===== src/rtl/fg_wave_sequencer.sv =====
// Function-generator sequencer: paces up to NUM_WAVES waveform generators
// with a shared tick enable and restart pulse, and routes the selected
// generator's sample onto a registered 8-bit DAC output. In auto mode it
// rotates through the generators, dwelling a programmable number of ticks
// on each.
module fg_wave_sequencer #(
  parameter int         NUM_WAVES = 4,
  parameter int         SEL_W     = 2,
  parameter logic [7:0] MID_CODE  = 8'h80
) (
  input  logic                   clk,
  input  logic                   rst,
  input  logic                   start_i,
  input  logic                   stop_i,
  input  logic                   auto_mode_i,
  input  logic [SEL_W-1:0]       wave_sel_i,
  input  logic [7:0]             freq_div_i,
  input  logic [7:0]             dwell_i,
  input  logic [8*NUM_WAVES-1:0] wave_bus_i,
  output logic                   gen_en_o,
  output logic                   gen_rst_o,
  output logic [SEL_W-1:0]       active_sel_o,
  output logic [7:0]             dac_out_o,
  output logic                   dac_valid_o,
  output logic                   busy_o
);

  typedef enum logic [1:0] {
    S_IDLE,
    S_ARM,
    S_RUN,
    S_SWITCH
  } state_e;

  state_e           state_q;
  logic [7:0]       div_q;
  logic [7:0]       dwell_q;
  logic             auto_q;
  logic [7:0]       presc_q;
  logic [7:0]       tick_q;
  logic [SEL_W-1:0] sel_q;
  logic [7:0]       dac_q;
  logic             dac_valid_q;

  logic             tick_en;
  logic             switch_now;
  logic [7:0]       sample;
  logic [SEL_W-1:0] sel_arm_d;
  logic [SEL_W-1:0] sel_next_d;

  // Tick fires on the last prescaler count of each period while running.
  assign tick_en    = (state_q == S_RUN) && (presc_q == div_q);
  // Dwell of zero disables rotation entirely.
  assign switch_now = tick_en && auto_q && (dwell_q != 8'd0) &&
                      (tick_q == dwell_q - 8'd1);

  // Out-of-range start selections fall back to generator 0.
  assign sel_arm_d  = (int'(wave_sel_i) >= NUM_WAVES) ? '0 : wave_sel_i;
  // Rotation wraps at NUM_WAVES, not at the width of the select field.
  assign sel_next_d = (int'(sel_q) == NUM_WAVES - 1) ? '0 : sel_q + SEL_W'(1);

  // Select the active generator's sample from the packed bus.
  always_comb begin
    // NOTE: assign a default before any conditional write so no latch is inferred.
    sample = MID_CODE;
    for (int i = 0; i < NUM_WAVES; i++) begin
      if (int'(sel_q) == i) sample = wave_bus_i[8*i +: 8];
    end
  end

  // Sequencer state, prescaler/dwell counters, config latch and DAC register.
  always_ff @(posedge clk or posedge rst) begin
    if (rst) begin
      state_q     <= S_IDLE;
      div_q       <= '0;
      dwell_q     <= '0;
      auto_q      <= 1'b0;
      presc_q     <= '0;
      tick_q      <= '0;
      sel_q       <= '0;
      dac_q       <= MID_CODE;
      dac_valid_q <= 1'b0;
    end else begin
      // NOTE: non-blocking assignments keep every register sampling pre-edge values.
      dac_valid_q <= 1'b0;
      if (state_q != S_IDLE && stop_i) begin
        // Abort wins over any tick or switch on this edge; selection is kept.
        state_q <= S_IDLE;
        presc_q <= '0;
        tick_q  <= '0;
        dac_q   <= MID_CODE;
      end else begin
        case (state_q)
          S_IDLE: begin
            dac_q   <= MID_CODE;
            presc_q <= '0;
            tick_q  <= '0;
            if (start_i && !stop_i) state_q <= S_ARM;
          end
          S_ARM: begin
            div_q   <= freq_div_i;
            dwell_q <= dwell_i;
            auto_q  <= auto_mode_i;
            sel_q   <= sel_arm_d;
            presc_q <= '0;
            tick_q  <= '0;
            state_q <= S_RUN;
          end
          S_RUN: begin
            if (tick_en) begin
              dac_q       <= sample;
              dac_valid_q <= 1'b1;
              presc_q     <= '0;
              if (tick_q != 8'hFF) tick_q <= tick_q + 8'd1;
              if (switch_now) state_q <= S_SWITCH;
            end else begin
              presc_q <= presc_q + 8'd1;
            end
          end
          S_SWITCH: begin
            sel_q   <= sel_next_d;
            presc_q <= '0;
            tick_q  <= '0;
            state_q <= S_RUN;
          end
          default: state_q <= S_IDLE;
        endcase
      end
    end
  end

  assign gen_en_o     = tick_en;
  assign gen_rst_o    = (state_q == S_ARM) || (state_q == S_SWITCH);
  assign busy_o       = (state_q != S_IDLE);
  assign active_sel_o = sel_q;
  assign dac_out_o    = dac_q;
  assign dac_valid_o  = dac_valid_q;

endmodule


===== config.mk =====
export PLATFORM = sky130hd
export DESIGN_NAME = fg_wave_sequencer
export DESIGN_NICKNAME = d
export VERILOG_FILES = /design/src/rtl/fg_wave_sequencer.sv
export SDC_FILE = /design/constraint.sdc
export NUM_CORES = 1
export LEC_CHECK = 0
export CELL_PAD_IN_SITES_DETAIL_PLACEMENT = 1
export CELL_PAD_IN_SITES_GLOBAL_PLACEMENT = 2
export CORE_MARGIN = 2
export CORE_UTILIZATION = 29
export CTS_CLUSTER_DIAMETER = 100
export DETAILED_ROUTE_END_ITERATION = 10
export PLACE_DENSITY = 0.78
export REMOVE_ABC_BUFFERS = 1
export SETUP_SLACK_MARGIN = 0.3
export SYNTH_ARGS = -nofsm -noshare
export SYNTH_HDL_FRONTEND = slang
export SYNTH_SLANG_ARGS = --single-unit

===== constraint.sdc =====
create_clock -name clk -period 2.68 [get_ports clk]
set_clock_uncertainty 0.05 [all_clocks]
set_input_delay 0.402 -clock clk [delete_from_list [all_inputs] [get_ports clk]]
set_output_delay 0.402 -clock clk [all_outputs]
set_load 0.01 [all_outputs]

Word-level counts from Yosys, hierarchy flattened
Cells that the tools add are included.
{"block": "word_totals", "out_inout_bits": 14, "register_bits": 46}
{"block": "classes", "bitwise_logic": 1, "eq_ne": 13, "n_mux": 24, "n_addsub": 4, "reduce_logical": 21}
{"cell": "8-bit 2-to-1 mux", "count": 11}
{"cell": "8-bit one-hot mux with 2 select lines", "count": 3}
{"cell": "8-bit by 1-bit adder with 8-bit output (second input constant)", "count": 2}
{"cell": "8-bit == test", "count": 2}
{"cell": "2-bit 2-to-1 mux", "count": 5}
{"cell": "2-bit == test (second input constant)", "count": 4}
{"cell": "8-bit inequality test (second input constant)", "count": 1}
{"cell": "2-bit AND reduction", "count": 4}
{"cell": "8-bit nonzero test", "count": 1}
{"cell": "8-bit by 1-bit subtractor with 8-bit output (second input constant)", "count": 1}
{"cell": "1-bit logical AND", "count": 6}
{"cell": "3-bit by 2-bit inequality test with 1-bit output (second input constant)", "count": 2}
{"cell": "2-bit one-hot mux with 3 select lines", "count": 1}
{"cell": "2-bit by 1-bit == test with 1-bit output (second input constant)", "count": 2}
{"cell": "2-bit logical NOT", "count": 2}
{"cell": "2-bit one-hot mux with 2 select lines", "count": 1}
{"cell": "2-bit nonzero test", "count": 2}
{"cell": "1-bit 2-to-1 mux", "count": 3}
{"cell": "3-bit by 1-bit inequality test with 1-bit output (second input constant)", "count": 1}
{"cell": "3-bit inequality test (second input constant)", "count": 1}
{"cell": "3-bit AND reduction", "count": 1}
{"cell": "3-bit nonzero test", "count": 1}
{"cell": "3-bit OR reduction", "count": 1}
{"cell": "2-bit by 1-bit adder with 2-bit output (second input constant)", "count": 1}
{"cell": "other kinds (4)", "count": 4}

Logic depth before layout (Yosys ltp)
{"block": "logic_depth", "depth_word": 9, "depth_mapped": 9, "depth_no_buf": 7}

Worst setup path after synthesis
No wires, ideal clock.
{"block": "synth_timing", "kind": "register -> register", "from": "register dwell_q[0]", "to": "register state_q[0]", "path_slack_ns": 0.792, "setup_ns": 0.092, "t_arrival_ns": 1.746, "synth_period_minus_slack_ns": 1.888, "stages_incl_launch_ff": 8, "path_cell_list": "dfrtp_1 inv_1 ha_1 xor2_1 a311oi_1 a21oi_1 or4b_1 o31ai_2"}
{"block": "synth_between", "elab_chain_len": 5, "elab_cells_between_ends": 7}
{"item": "start: declaration", "line": "37", "source": "logic [7:0] dwell_q;"}
{"item": "start signal: assignment", "line": "102", "source": "dwell_q <= dwell_i;"}
{"item": "8-bit by 1-bit subtractor with 8-bit output or 8-bit nonzero test (tied branches)", "line": "55, 54"}
{"item": "8-bit == test or 1-bit logical AND (tied branches)", "line": "55, 54"}
{"item": "1-bit logical AND (*)", "line": "54", "source": "assign switch_now = tick_en && auto_q && (dwell_q != 8'd0) &&"}
{"item": "3-bit by 2-bit inequality test with 1-bit output (no source line) (*)"}
{"item": "3-bit AND reduction (no source line) (*)"}
{"item": "end signal: assignment", "line": "74", "source": "state_q <= S_IDLE;"}
{"item": "end signal: assignment", "line": "88", "source": "state_q <= S_IDLE;"}
{"item": "end signal: assignment", "line": "98", "source": "if (start_i && !stop_i) state_q <= S_ARM;"}
{"item": "end: declaration", "line": "35", "source": "state_e state_q;"}
Mark *: on every way between the ends. The rest lies on a longest branch, timed or not.
A chain may end at the register's enable or synchronous reset.

Worst setup path in the final report
{"block": "layout_timing", "from": "register presc_q[2]", "to": "output gen_en_o"}
{"block": "layout_between", "elab_chain_len": 2}
{"item": "start: declaration", "line": "39", "source": "logic [7:0] presc_q;"}
{"item": "start signal: assignment", "line": "117", "source": "presc_q <= presc_q + 8'd1;"}
{"item": "8-bit == test", "line": "52", "source": "assign tick_en = (state_q == S_RUN) && (presc_q == div_q);"}
{"item": "1-bit logical AND", "line": "52"}
{"item": "end: declaration", "line": "20", "source": "output logic gen_en_o,"}
Every way passes these cells.

==> flow_results.org <==
** Global route
- Entering global routing, the biggest net connects 25 pins.
- Antenna violations before repair :: 0
- Global routing usage summed across all routing layers :: 14.5%
- First-pass GRT wire length :: 11300 um
- GR Overflow Total :: 0
- The number of global-route vias before repair is 2331.

** Power and ir drop
- Dividing total power by cell area gives a power density of between 500 and 600 nW/um^2.
- Static Leak :: 1.40 nW
- VDD sags by at most roughly 0.24 mV.
- Sum of internal, switching and leakage power :: 1.91 mW

** CTS
- Number of clock buffers inserted by TritonCTS :: 5
- The root buffer cell chosen for the clock tree is sky130_fd_sc_hd__clkbuf_8.
- Total number of H-tree levels :: 2
- TritonCTS clock tree :: built
- Clock-pin slew was measured on the worst setup and hold paths at approximately 0.080 ns.
- The tree built by TritonCTS fans out to 46 sinks.
- The clock passes through at most 2 buffers.
- Clock insertion delay at the later pin of the skew report :: 0.30 ns
- Hold buffers post-CTS :: 0

** Timing
- Dividing the final minimum period by the clock period gives 83.0%.
- The final count of pins violating max slew came to 0.
- Highest Clock Rate :: about 450 MHz
- Final hold analysis gives a worst-case slack of between 0.4 and 0.5 ns.
- Slew at the pin closest to its max-slew limit :: 0.691 ns
- Total count of hold-check failures in the final report :: 0
- RSZ-0062 raised after global routing :: no
- Setup TNS after final layout :: 0 ns
- Time the final worst path needs with I/O delays and setup :: 2.23 ns
- Final setup violation count :: 0
- Tightest slew margin relative to the limit :: 53.6%

** Yosys
- Syn Area/Cell :: 10.0 um^2
- Area share of the largest cell type after synthesis :: between 40% and 50%
- Top cell types by occurrence after synthesis :: sky130_fd_sc_hd__dfrtp_1 (45), sky130_fd_sc_hd__nor2_1 (20), sky130_fd_sc_hd__xnor2_1 (18), sky130_fd_sc_hd__a21oi_1 (15), sky130_fd_sc_hd__mux2_2 (14)
- Cell area after synthesis :: roughly 2500 um^2
- In the synthesized netlist the dominant register cell turns out to be sky130_fd_sc_hd__dfrtp_1.
- Ys Warns :: 0
- Cell type with the largest total area after synthesis :: sky130_fd_sc_hd__dfrtp_1
- Yosys mapped a number of flops with a built-in enable equal to 0.
- Ranked by total cell area, the synthesized netlist is headed by sky130_fd_sc_hd__dfrtp_1 (45%), sky130_fd_sc_hd__mux2_2 (6.3%), sky130_fd_sc_hd__xnor2_1 (6.3%).
- Most numerous cell in the Yosys netlist :: sky130_fd_sc_hd__dfrtp_1
- Proportion of register bits with asynchronous set or reset after synthesis :: 100%
- Sequential elements use between 40% and 50% of the synthesized area.
- The synthesized design contains 46 register bits.
- Count of distinct cell types in the synthesized netlist :: 43
- Synthesis produced 252 cells.

** Job
- Across the run, the number of max-cap violations was 0.

** Layout
- The area growth from synthesis to layout is 36.8%.
- In the final layout, the share of cells above drive strength 1 is 11.1%.
- The final layout contains 387 nets.
- The number of antenna diodes in the final layout is 0.
- Final std cells w/o fill :: 433

** Critical path
- Crit path launch type :: register
- The critical path is of the register to primary output type.
- Of all nets on the critical path, the largest fanout is 5.
- Critical path data arrival time :: 1.77 ns
- At the worst endpoint, the required time is 2.23 ns.
- Endpoint class of the critical path :: primary output

** Placement
- Port Buffers :: 68
- DP HPWL :: between 4000 and 5000 um
- In this run, placement finished with an instance count of 423.
- Final estimated routing congestion in global placement :: 0.836

** Floorplanning
- Once the floorplan was initialized, standard cells occupied 29.3% of the core.
- In this run the count of I/O pins placed on the die edge is 69.
- Num rows :: 34
- From left edge to right edge, the die measures 97.2 um.
- Die span in y :: 97.2 um
- The floorplan step defined a die boundary enclosing approximately 9500 um^2.
- Area of the core :: ~8600 um^2

** Worst hold path
- The tightest min-delay check is of the input port to asynchronous set/reset pin type.

** Detailed routing
- Pre-Repair DR Iteration Count :: 4
- After detailed routing, the average wire length per cell comes to 14.9 um.
- Residual DRC count :: 0
- First DRT Iteration DRCs :: 38
- Vias post-DR :: 2129
- Count of antenna-violating nets left after detailed routing :: 0
- Final WL :: 6460 um
- In the routed layout, each cell is associated on average with a via count of 4.92.

** Status
- Run status :: completed
cell families after synthesis:
logic type / Yosys count / share of synthesized area (%)
buffers and inverters: 22 / 3.33
AO/OA/AOI/OAI: 47 / 13.0
AND/OR/NAND/NOR: 85 / 17.2
XOR/XNOR: 27 / 9.38
flip-flops: 46 / 45.7
multiplexers: 17 / 7.44
adder cells (fa/ha/maj): 8 / 3.97
registers in the layout, indices dropped and copies added (netlist names), 2 cells and up:
signal and flops:
active_sel_o 2, dac_out_o 8, div_q 8, dwell_q 8, presc_q 8, state_q 2
tick_q 8
through the flow:
step | util [%] | instance area (um^2) | setup WS (ns)
after detailed placement | 38.9 | 3340 | 0.417
after floorplan | - | 2490 | 0.710
after global routing | 40.1 | 3450 | 0.303
after CTS | 40.1 | 3450 | 0.390
final | 40.1 | 3450 | 0.455
after global placement | 38.9 | 3340 | 0.489
final timing paths:
path / start / end / slack (ns) / depth (start not counted)
worst min register to register: dac_out_o[7] / dac_out_o[7] / 0.41 / 2
max in group asynchronous: rst / presc_q[2] / 1.64 / 3
worst max-delay path: presc_q[2] / gen_en_o / 0.45 / 5
min in group clk: dac_out_o[7] / dac_out_o[7] / 0.42 / 2
worst max register to register: dwell_q[0] / state_q[0] / 0.62 / 7
worst min-delay path: rst / dac_out_o[2] / 0.41 / 2
timing repair:
item	4_1_cts	5_1_grt
endpoints found under the setup margin	1	0
gates resized for setup	1	0
setup buffers	2	0
hold endpoints to repair	0	0
power by group:
| part | leakage, nW | switching, mW | internal (mW) |
|---|---|---|---|
| sequential | 0.601 | 0.0798 | 0.777 |
| clock | 0.0482 | 0.234 | 0.208 |
| combinational | 0.746 | 0.282 | 0.327 |
placed cells by master (no fill, tap or decap), types with 7 or more instances in the layout:
cell,n
sky130_fd_sc_hd__clkdlybuf4s50_1,67
sky130_fd_sc_hd__dfrtp_1,45
sky130_fd_sc_hd__nor2_1,20
sky130_fd_sc_hd__xnor2_1,18
sky130_fd_sc_hd__a21oi_1,15
sky130_fd_sc_hd__mux2_2,14
sky130_fd_sc_hd__nor3_1,13
sky130_fd_sc_hd__nand2_1,12
sky130_fd_sc_hd__inv_1,12
sky130_fd_sc_hd__nand3_1,11
sky130_fd_sc_hd__xor2_1,9
sky130_fd_sc_hd__nor2b_1,8
sky130_fd_sc_hd__ha_1,8
sky130_fd_sc_hd__o21ai_0,7
sky130_fd_sc_hd__a221oi_1,7
layout make-up:
cell class	count	area [um^2]
timing repair buffer	74	737
multi-input combinational	184	1280
sequential	46	1150
tap	108	135
clock buffer	7	86.3
inverter	13	48.8
fill	957	5140
clock inverter	1	5.00
layer usage:
layer	wire length [um]	GRT usage, %
met5	0	0
met4	91	4.49
met3	307	2.88
met2	2920	24.1
met1	3140	19.2
worst max-delay path, cell delays in order (launching register included):
cell and delay, ns:
sky130_fd_sc_hd__dfrtp_1 0.44, sky130_fd_sc_hd__xnor2_1 0.15, sky130_fd_sc_hd__nand4_1 0.16, sky130_fd_sc_hd__or2_2 0.34
sky130_fd_sc_hd__nor2_1 0.11, sky130_fd_sc_hd__dlygate4sd2_1 0.27
Note: power is estimated with default switching activity, not from simulation.
